==> src/rtl/cpu_pkg.sv <==
// ---------------------------------------------------------------------------
// cpu_pkg
//   Shared definitions for the hardwired control unit:
//     - machine sizes (register count, opcode and register-field widths)
//     - IR field bit positions (opcode, ra, rb, rc)
//     - opcode encodings ld=0 .. not=18
//     - control-FSM state encoding (IDLE, T0..T6, HALT)
//     - classify(): maps an opcode onto its execute-sequence class
//   Optional feature macro: CU_IMM_EN. When it is defined, addi/andi/ori are
//   classified as legal immediate ops. Otherwise they are illegal.
// ---------------------------------------------------------------------------
package cpu_pkg;

  localparam int NUM_REGS    = 16;
  localparam int OPCODE_W    = 5;
  localparam int REG_FIELD_W = 4;
  localparam int IR_W        = 32;

  localparam int OPC_MSB = 31, OPC_LSB = 27;
  localparam int RA_MSB  = 26, RA_LSB  = 23;
  localparam int RB_MSB  = 22, RB_LSB  = 19;
  localparam int RC_MSB  = 18, RC_LSB  = 15;

  localparam logic [OPCODE_W-1:0] OP_LD   = 5'd0;
  localparam logic [OPCODE_W-1:0] OP_LDI  = 5'd1;
  localparam logic [OPCODE_W-1:0] OP_ST   = 5'd2;
  localparam logic [OPCODE_W-1:0] OP_ADD  = 5'd3;
  localparam logic [OPCODE_W-1:0] OP_SUB  = 5'd4;
  localparam logic [OPCODE_W-1:0] OP_SHR  = 5'd5;
  localparam logic [OPCODE_W-1:0] OP_SHRA = 5'd6;
  localparam logic [OPCODE_W-1:0] OP_SHL  = 5'd7;
  localparam logic [OPCODE_W-1:0] OP_ROR  = 5'd8;
  localparam logic [OPCODE_W-1:0] OP_ROL  = 5'd9;
  localparam logic [OPCODE_W-1:0] OP_AND  = 5'd10;
  localparam logic [OPCODE_W-1:0] OP_OR   = 5'd11;
  localparam logic [OPCODE_W-1:0] OP_ADDI = 5'd12;
  localparam logic [OPCODE_W-1:0] OP_ANDI = 5'd13;
  localparam logic [OPCODE_W-1:0] OP_ORI  = 5'd14;
  localparam logic [OPCODE_W-1:0] OP_MUL  = 5'd15;
  localparam logic [OPCODE_W-1:0] OP_DIV  = 5'd16;
  localparam logic [OPCODE_W-1:0] OP_NEG  = 5'd17;
  localparam logic [OPCODE_W-1:0] OP_NOT  = 5'd18;

  typedef enum logic [3:0] {
    S_IDLE, S_T0, S_T1, S_T2, S_T3, S_T4, S_T5, S_T6, S_HALT
  } state_t;

  // Execute-sequence class of an opcode. The unary, imm and muldiv fields
  // only carry meaning when legal is set.
  typedef struct packed {
    logic legal;
    logic unary;   // neg/not: single source rb, no Y load
    logic imm;     // addi/andi/ori: second operand is the sign-extended constant
    logic muldiv;  // result is split over LO (T5) and HI (T6)
  } op_class_t;

  function automatic op_class_t classify(input logic [OPCODE_W-1:0] op);
    op_class_t c;
    c = '0;
    case (op)
      OP_ADD, OP_SUB, OP_SHR, OP_SHRA, OP_SHL,
      OP_ROR, OP_ROL, OP_AND, OP_OR: c.legal = 1'b1;
      OP_MUL, OP_DIV: begin
        c.legal  = 1'b1;
        c.muldiv = 1'b1;
      end
      OP_NEG, OP_NOT: begin
        c.legal = 1'b1;
        c.unary = 1'b1;
      end
`ifdef CU_IMM_EN
      OP_ADDI, OP_ANDI, OP_ORI: begin
        c.legal = 1'b1;
        c.imm   = 1'b1;
      end
`else
      OP_ADDI, OP_ANDI, OP_ORI: c = '0;
`endif
      // Memory instructions are not sequenced by this unit.
      OP_LD, OP_LDI, OP_ST: c = '0;
      default: c = '0;
    endcase
    return c;
  endfunction

endpackage

==> src/rtl/reg_select_decoder.sv <==
// ---------------------------------------------------------------------------
// reg_select_decoder
//   Binary-to-one-hot register select with enable.
//   Ports:
//     en      in   1        when 0 the output is all zeros
//     sel     in   SEL_W    register index
//     onehot  out  NUM_OUT  bit [sel] set when en = 1
// ---------------------------------------------------------------------------
module reg_select_decoder #(
  parameter int SEL_W   = 4,
  parameter int NUM_OUT = 16
) (
  input  logic               en,
  input  logic [SEL_W-1:0]   sel,
  output logic [NUM_OUT-1:0] onehot
);

  always_comb begin
    onehot = '0;
    if (en) onehot[sel] = 1'b1;
  end

endmodule

==> src/rtl/control_unit.sv <==
// ---------------------------------------------------------------------------
// control_unit
//   Hardwired control FSM for the datapath: fetch T0-T2, decode at T3,
//   execute T3-T6. Outputs are decoded from the registered state and the IR
//   fields, except the T1 PC write, which qualifies on mem_ready.
//   Optional feature macro: CU_IMM_EN enables addi/andi/ori and c_sign_out.
//   Ports:
//     clk, clr          clock (rising edge) / asynchronous active-low reset
//     run               start or continue fetching; sampled in IDLE and at
//                       the end of an instruction
//     ir                instruction register contents
//     mem_ready         memory read data valid this cycle
//     pc_out, zlo_out, zhi_out, mdr_out            bus drive selects
//     mar/pc/mdr/ir/y/z/lo/hi_enable               register loads
//     read, pc_increment, c_sign_out               memory / ALU controls
//     op_code           ALU operation, nonzero only in T4
//     r_enable, r_out   one-hot general-register load / bus drive
//     instr_done        one-cycle pulse in the final execute state
//     illegal           sticky, set on entry to HALT
// ---------------------------------------------------------------------------
module control_unit
  import cpu_pkg::*;
(
  input  logic                clk,
  input  logic                clr,
  input  logic                run,
  input  logic [IR_W-1:0]     ir,
  input  logic                mem_ready,
  output logic                pc_out,
  output logic                zlo_out,
  output logic                zhi_out,
  output logic                mdr_out,
  output logic                mar_enable,
  output logic                pc_enable,
  output logic                mdr_enable,
  output logic                ir_enable,
  output logic                y_enable,
  output logic                z_enable,
  output logic                lo_enable,
  output logic                hi_enable,
  output logic                read,
  output logic                pc_increment,
  output logic                c_sign_out,
  output logic [OPCODE_W-1:0] op_code,
  output logic [NUM_REGS-1:0] r_enable,
  output logic [NUM_REGS-1:0] r_out,
  output logic                instr_done,
  output logic                illegal
);

  state_t                 state_q, state_d;
  logic                   illegal_q;
  logic [OPCODE_W-1:0]    opcode;
  logic [REG_FIELD_W-1:0] ra, rb, rc;
  op_class_t              cls;
  logic                   rout_en, renable_en;
  logic [REG_FIELD_W-1:0] rout_sel;
  logic                   unused_ir;

  assign opcode = ir[OPC_MSB:OPC_LSB];
  assign ra     = ir[RA_MSB:RA_LSB];
  assign rb     = ir[RB_MSB:RB_LSB];
  assign rc     = ir[RC_MSB:RC_LSB];
  assign cls    = classify(opcode);
  // The low constant bits belong to the datapath's sign extender.
  assign unused_ir = ^ir[RC_LSB-1:0];

  // NOTE: state registers use non-blocking assignments so every flop samples
  // pre-edge values, independent of process evaluation order.
  always_ff @(posedge clk or negedge clr) begin
    if (!clr) begin
      state_q   <= S_IDLE;
      illegal_q <= 1'b0;
    end else begin
      state_q <= state_d;
      if (state_q == S_T3 && !cls.legal) illegal_q <= 1'b1;
    end
  end

  assign illegal = illegal_q;

  // NOTE: every signal written in an always_comb gets a default first, so no
  // path through the case leaves it unassigned and no latch is inferred.
  always_comb begin
    state_d = state_q;
    case (state_q)
      S_IDLE: if (run) state_d = S_T0;
      S_T0:   state_d = S_T1;
      S_T1:   if (mem_ready) state_d = S_T2;
      S_T2:   state_d = S_T3;
      S_T3:   state_d = cls.legal ? S_T4 : S_HALT;
      S_T4:   state_d = S_T5;
      S_T5: begin
        if (cls.muldiv) state_d = S_T6;
        else            state_d = run ? S_T0 : S_IDLE;
      end
      S_T6:   state_d = run ? S_T0 : S_IDLE;
      S_HALT: state_d = S_HALT;
      default: state_d = S_IDLE;
    endcase
  end

  always_comb begin
    pc_out       = 1'b0;
    zlo_out      = 1'b0;
    zhi_out      = 1'b0;
    mdr_out      = 1'b0;
    mar_enable   = 1'b0;
    pc_enable    = 1'b0;
    mdr_enable   = 1'b0;
    ir_enable    = 1'b0;
    y_enable     = 1'b0;
    z_enable     = 1'b0;
    lo_enable    = 1'b0;
    hi_enable    = 1'b0;
    read         = 1'b0;
    pc_increment = 1'b0;
    op_code      = '0;
    instr_done   = 1'b0;
    rout_en      = 1'b0;
    rout_sel     = rb;
    renable_en   = 1'b0;
    case (state_q)
      S_T0: begin
        pc_out       = 1'b1;
        mar_enable   = 1'b1;
        pc_increment = 1'b1;
        z_enable     = 1'b1;
      end
      S_T1: begin
        read       = 1'b1;
        mdr_enable = 1'b1;
        // PC+1 sits in Z since T0; writing it only on the ready cycle keeps
        // the PC load to exactly one per fetch regardless of wait states.
        if (mem_ready) begin
          zlo_out   = 1'b1;
          pc_enable = 1'b1;
        end
      end
      S_T2: begin
        mdr_out   = 1'b1;
        ir_enable = 1'b1;
      end
      S_T3: begin
        // An illegal opcode heads straight to HALT with nothing driven.
        if (cls.legal) begin
          rout_en  = 1'b1;
          y_enable = !cls.unary;
        end
      end
      S_T4: begin
        op_code  = opcode;
        z_enable = 1'b1;
        // Immediate ops take their second operand from the sign extender.
        rout_en  = !cls.imm;
        rout_sel = cls.unary ? rb : rc;
      end
      S_T5: begin
        zlo_out = 1'b1;
        if (cls.muldiv) begin
          lo_enable = 1'b1;
        end else begin
          renable_en = 1'b1;
          instr_done = 1'b1;
        end
      end
      S_T6: begin
        zhi_out    = 1'b1;
        hi_enable  = 1'b1;
        instr_done = 1'b1;
      end
      default: ;
    endcase
  end

`ifdef CU_IMM_EN
  assign c_sign_out = (state_q == S_T4) && cls.imm;
`else
  assign c_sign_out = 1'b0;
`endif

  reg_select_decoder #(
    .SEL_W   (REG_FIELD_W),
    .NUM_OUT (NUM_REGS)
  ) u_rout_dec (
    .en     (rout_en),
    .sel    (rout_sel),
    .onehot (r_out)
  );

  reg_select_decoder #(
    .SEL_W   (REG_FIELD_W),
    .NUM_OUT (NUM_REGS)
  ) u_renable_dec (
    .en     (renable_en),
    .sel    (ra),
    .onehot (r_enable)
  );

endmodule

==> config.mk <==
export PLATFORM = sky130hd
export DESIGN_NAME = control_unit
export DESIGN_NICKNAME = d
export VERILOG_FILES = /design/src/rtl/cpu_pkg.sv /design/src/rtl/reg_select_decoder.sv /design/src/rtl/control_unit.sv
export SDC_FILE = /design/constraint.sdc
export NUM_CORES = 1
export LEC_CHECK = 0
export ABC_AREA = 1
export CAP_MARGIN = 20
export CORE_MARGIN = 4
export CORE_UTILIZATION = 31
export CTS_BUF_LIST = sky130_fd_sc_hd__clkbuf_4 sky130_fd_sc_hd__clkbuf_8 sky130_fd_sc_hd__clkbuf_16
export DETAILED_ROUTE_END_ITERATION = 7
export PLACE_DENSITY = 0.91
export SYNTH_ARGS = -nofsm -noshare
export SYNTH_HDL_FRONTEND = slang
export SYNTH_HIERARCHICAL = 1
export SYNTH_SLANG_ARGS = --single-unit
==> constraint.sdc <==
create_clock -name clk -period 3 [get_ports clk]
set_input_delay 0.6 -clock clk [delete_from_list [all_inputs] [get_ports clk]]
set_output_delay 0.6 -clock clk [all_outputs]
set_load 0.03 [all_outputs]
# Word level (Yosys, flattened, before mapping)
# Index checks and enable logic that the tools add are counted.
# totals
register_bits,5
input_bits,36
output_inout_bits,54
wordCells,75
# classes
order_cmp,4
eq_ne,23
muxes,35
n_reduce_logical,11
# op_table
op,count
$pmux W4 S9,1
$mux W16,2
$eq A5 B4 Y1 const B,5
$eq A5 B3 Y1 const B,4
$mux W1,20
$mux W4,5
$eq A4 B3 Y1 const B,4
$eq A5 B5 Y1 const B,3
$reduce_or A13 Y1,1
$lt A4 B5 Y1 const B,2
$demux W1 S4,2
$eq A4 B2 Y1 const B,2
$ge A4 B1 Y1 const B,2
$pmux W1 S2,3
$reduce_or A2 Y1,3
$eq A5 B2 Y1 const B,1
$mux W5,1
$eq A4 B1 Y1 const B,1
$eq A4 B4 Y1 const B,1
$logic_not A4 Y1,1
$ne A2 B2 Y1 const B,2
$logic_and A1 B1 Y1,3
$mux W3,1
$logic_not A1 Y1,2
$reduce_and A2 Y1,1

# Logic depth before layout (Yosys ltp)
# depth
depth_word,10
mapped_depth,10
ltp_nobuf,10

# Hierarchy
# Netlist, hierarchy kept.
# modules_own_cells
mod,n_inst,cells_each,area_per_inst_um2,seq_area_each_um2
control_unit,1,99,613.1,125.1
reg_select_decoder at u_rout_dec,1,32,126.4,0.0
reg_select_decoder at u_renable_dec,1,28,110.1,0.0

# Worst setup path before layout
# OpenSTA, ideal clock, no wires.
# synth_timing
path_type,input-to-output
from,input port ir[29]
to,output port r_out[11]
arrival_ns,1.864
slack_ns,0.536
stages,7
n_path_buf,0
cell_sequence,nor2_2 nand2_2 o21ai_2 nand2_1 o21ai_1 nand3_1 nor2_1
# synth_between
elab_chain_len,10
elab_cells_between_ends,27
# synth_lines
item,line_no,source
"start, declared",control_unit.sv:27,"input logic [IR_W-1:0] ir,"
$eq A5 B5 Y1,cpu_pkg.sv:60,case (op)
$reduce_or A2 Y1 (*),--,
$mux W1 (*),cpu_pkg.sv:60,
$mux W4 (*),control_unit.sv:156,rout_sel = cls.unary ? rb : rc;
$mux W4 (*),control_unit.sv:123,case (state_q)
via rout_sel[1],control_unit.sv:57,logic [REG_FIELD_W-1:0] rout_sel;
$lt A4 B5 Y1 (not written as such) / $ge A4 B1 Y1 (equally long branches),reg_select_decoder.sv:20,if (en) onehot[sel] = 1'b1;
$logic_and A1 B1 Y1 (not written as such),reg_select_decoder.sv:20,
$mux W1 (not written as such),reg_select_decoder.sv:20,
$demux W1 S4 (*),--,
$mux W16 (*),reg_select_decoder.sv:20,
"end, declared",control_unit.sv:46,"output logic [NUM_REGS-1:0] r_out,"
# The timed path passes the listed nets; every way through them passes the cells marked *.

# Worst setup path after layout
# Ends and elaborated chain as after synthesis.

==> impl_results.md <==
* DRC errors left at 0
* Post-Synth XOR/XNOR Area at 0%
* Routed Antenna Nets at 0
* Mux cell area share after synthesis at 0%
* Die width at 60.4 um
* Mapped cell area at 850 sq um
* Yosys top cell area share at 21.2%
* CP Capture Type: output port
* Hold Path Depth at 2
* Worst reg2reg path depth at 5
* Iter 0 DRT Violations at 64
* Final Hold Fails at 0
* Gate power share at 75.3%
* Post-DR vias/cell at 4.53
* Sw frac at 54.3%
* Num ports at 90
* Pre-CTS WS at 54.7 ps
* First-pass GRT wire length at 4080 um
* Dominant synthesized flop cell: dfrtp_1
* Yosys cell types at 22
* Initial antenna violation count at 0
* CP arrival at 2280 ps
* Largest family of logic cells by synthesized area: simple AND/OR/NAND/NOR gates
* Total CTS buffers at 3
* Post-CTS sizing at 0
* Ys async rst share at 100%
* Mapped Nets at 195
* CTS clk-pin slew, worst paths at 40 ps
* Nets@finish at 269
* Final hold slack at 468 ps
* Crit path required time at 2400 ps
* Antenna cells at 0
* Fraction of layout cells with a size suffix above 1 at 34.5%
* Pwr Density at 524 nW/um^2
* Startpoint class of the critical path: input port
* Crit Path Max Fanout at 5
* HP Class: flip-flop to flip-flop
* Routed wire per std cell at 10.7 um
* Compound-gate portion of the synthesized area at 6.33%
* Status: complete, no violations
* Fin crit share at 96.1%
* Sequential Power Share at 14.2%
* Root buf cell: clkbuf_4
* Die Area at 3640 sq um
* Sequential share of the synthesized area at 14.7%
* Die extent in y at 60.4 um
* Largest net degree at the start of global routing at 8
* Setup WS post-layout at 117 ps
* Yosys warns at 6
* Core footprint at 2540 sq um
* # port buffers at 73
* Post-synth EDFFs at 0
* Final core occ at 62.7%
* Row Count at 18
* Worst clock skew at 0.841 ps
* HPWL after DPL at 2300 um
* Setup Crit Path Kind: input port to output port
* GPL Wtd Cong at 0.818
* Pins over their slew limit at 0
* # setup viols final at 0
* Fmax at 347 MHz
* Initial DRT Pass Iterations at 4
* Syn-to-layout area delta at 87.9%
* Cell accounting for the most synthesized area: nor2_1
* Most frequent cells after synthesis: nor2_1, nand2_1, inv_1
* Maximum vdd drop at 774 uV
* Initial Util at 33.4%
* Simple-Gate Fraction of Synth Area at 61.3%
* Maxcap violations at 0
* TritonCTS Sinks at 5
* Fin crit period at 2880 ps
* Yosys reg bits at 5
* Vias post-DR at 1186
* Setup bufs post-CTS at 0
* Clock buffer depth at 2
* Pleak at 0.810 nW
* Global route overflow at 0
* Vias in the first global route at 987
* Fillcell total at 244
* Max H-tree Level at 1
* Int Pwr at 0.383 mW
* Hold_buf cts at 0
* Synth Instances at 159
* Setup_tns at 0 ps
* Ranking of synthesized cells by area: nor2_1, dfrtp_1, nand2_1
* Most frequent cell after synthesis: nor2_1
* GRT Overall Usage at 13.9%
* Mapped Avg Cell Area at 5.34 sq um
* Adder-Cell Fraction of Synth Area at 0%
* Clock Power Share at 10.5%
* TritonCTS clock tree: built
* WL final at 2810 um
* Later-pin clock latency in the skew report at 240 ps
* Net Switching at 0.454 mW
stage by stage:
step	cells	instance area (sq um)	power, mW
floorplan	159	850	0.536
global placement	258	1500	0.714
detailed placement	258	1500	0.725
CTS	262	1530	0.815
global route	262	1600	0.897
finish	262	1600	0.837
kinds of logic (layout without fill, tap and decap cells):
logic type	after synthesis	after routing
AOI/OAI and AO/OA	9	9
buffers and inverters	33	106
other	1	1
DFF	5	5
and+or+nand+nor	111	111
power groups by stage:
stage / clock, mW / combinational [mW] / sequential [mW]
after global routing: 0.0935 / 0.680 / 0.123
final: 0.0877 / 0.630 / 0.119
after floorplan: 0 / 0.421 / 0.115
after detailed placement: 0 / 0.605 / 0.120
after CTS: 0.0892 / 0.607 / 0.119
after global placement: 0 / 0.595 / 0.119
final cells by class:
| class | instances | area (sq um) | share of cell area (%) |
|---|---|---|---|
| sequential | 5 | 125 | 7.84 |
| inverter | 27 | 101 | 6.35 |
| timing repair buffer | 75 | 672 | 42.1 |
| clock buffer | 4 | 30.0 | 1.88 |
| tap | 30 | 37.5 | 2.35 |
| multi-input combinational | 121 | 631 | 39.5 |
layer usage:
metal	vias up	global-route usage (%)	part of all wire [%]
met3	4	3.62	10
met5	-	0	0
li1	626	-	-
met4	0	3.48	0.89
met2	50	22.7	48
met1	506	18.3	41
flip-flops by register name, summed over array words and instances (netlist names):
name	flops
illegal	1
state_q	4
path summary, 6_finish.rpt:
check | slack (ps) | endpoint | startpoint
setup / recovery | 120 | r_out[11] | ir[29]
setup reg to reg | 1760 | state_q[0] | state_q[3]
min in group asynchronous | 570 | state_q[1] | clr
max in group asynchronous | 2250 | illegal | clr
hold reg to reg | 470 | illegal | illegal
hold / removal | 470 | illegal | illegal
placed cells by master, fill, tap and decap left out:
| cell | count |
|---|---|
| buf_4 | 35 |
| nand3b_1 | 1 |
| nand2_1 | 24 |
| o21ai_2 | 4 |
| nand4_1 | 1 |
| or2_1 | 1 |
| nor3_2 | 2 |
| nand2_4 | 1 |
| nand3_2 | 4 |
| conb_1 | 1 |
| dlymetal6s2s_1 | 3 |
| o21ai_4 | 1 |
| a21oi_2 | 1 |
| clkbuf_4 | 4 |
| inv_2 | 12 |
| o21ai_0 | 2 |
| nand3_1 | 12 |
| clkdlybuf4s50_1 | 36 |
| o22ai_1 | 1 |
| nor2_1 | 48 |
| nand2_2 | 6 |
| nor3_1 | 2 |
| nor2_2 | 4 |
| dfrtp_1 | 5 |
| nor2_4 | 5 |
| inv_1 | 15 |
| buf_6 | 1 |
worst max-delay path, cell delays in order:
cell,delay (ps)
clkdlybuf4s50_1,450
nor2_2,130
nand2_2,110
o21ai_4,230
buf_6,150
nand2_1,60
o21ai_2,100
nand2_2,110
nor2_1,150
buf_4,180
Note: power is estimated with default switching activity, not from simulation.
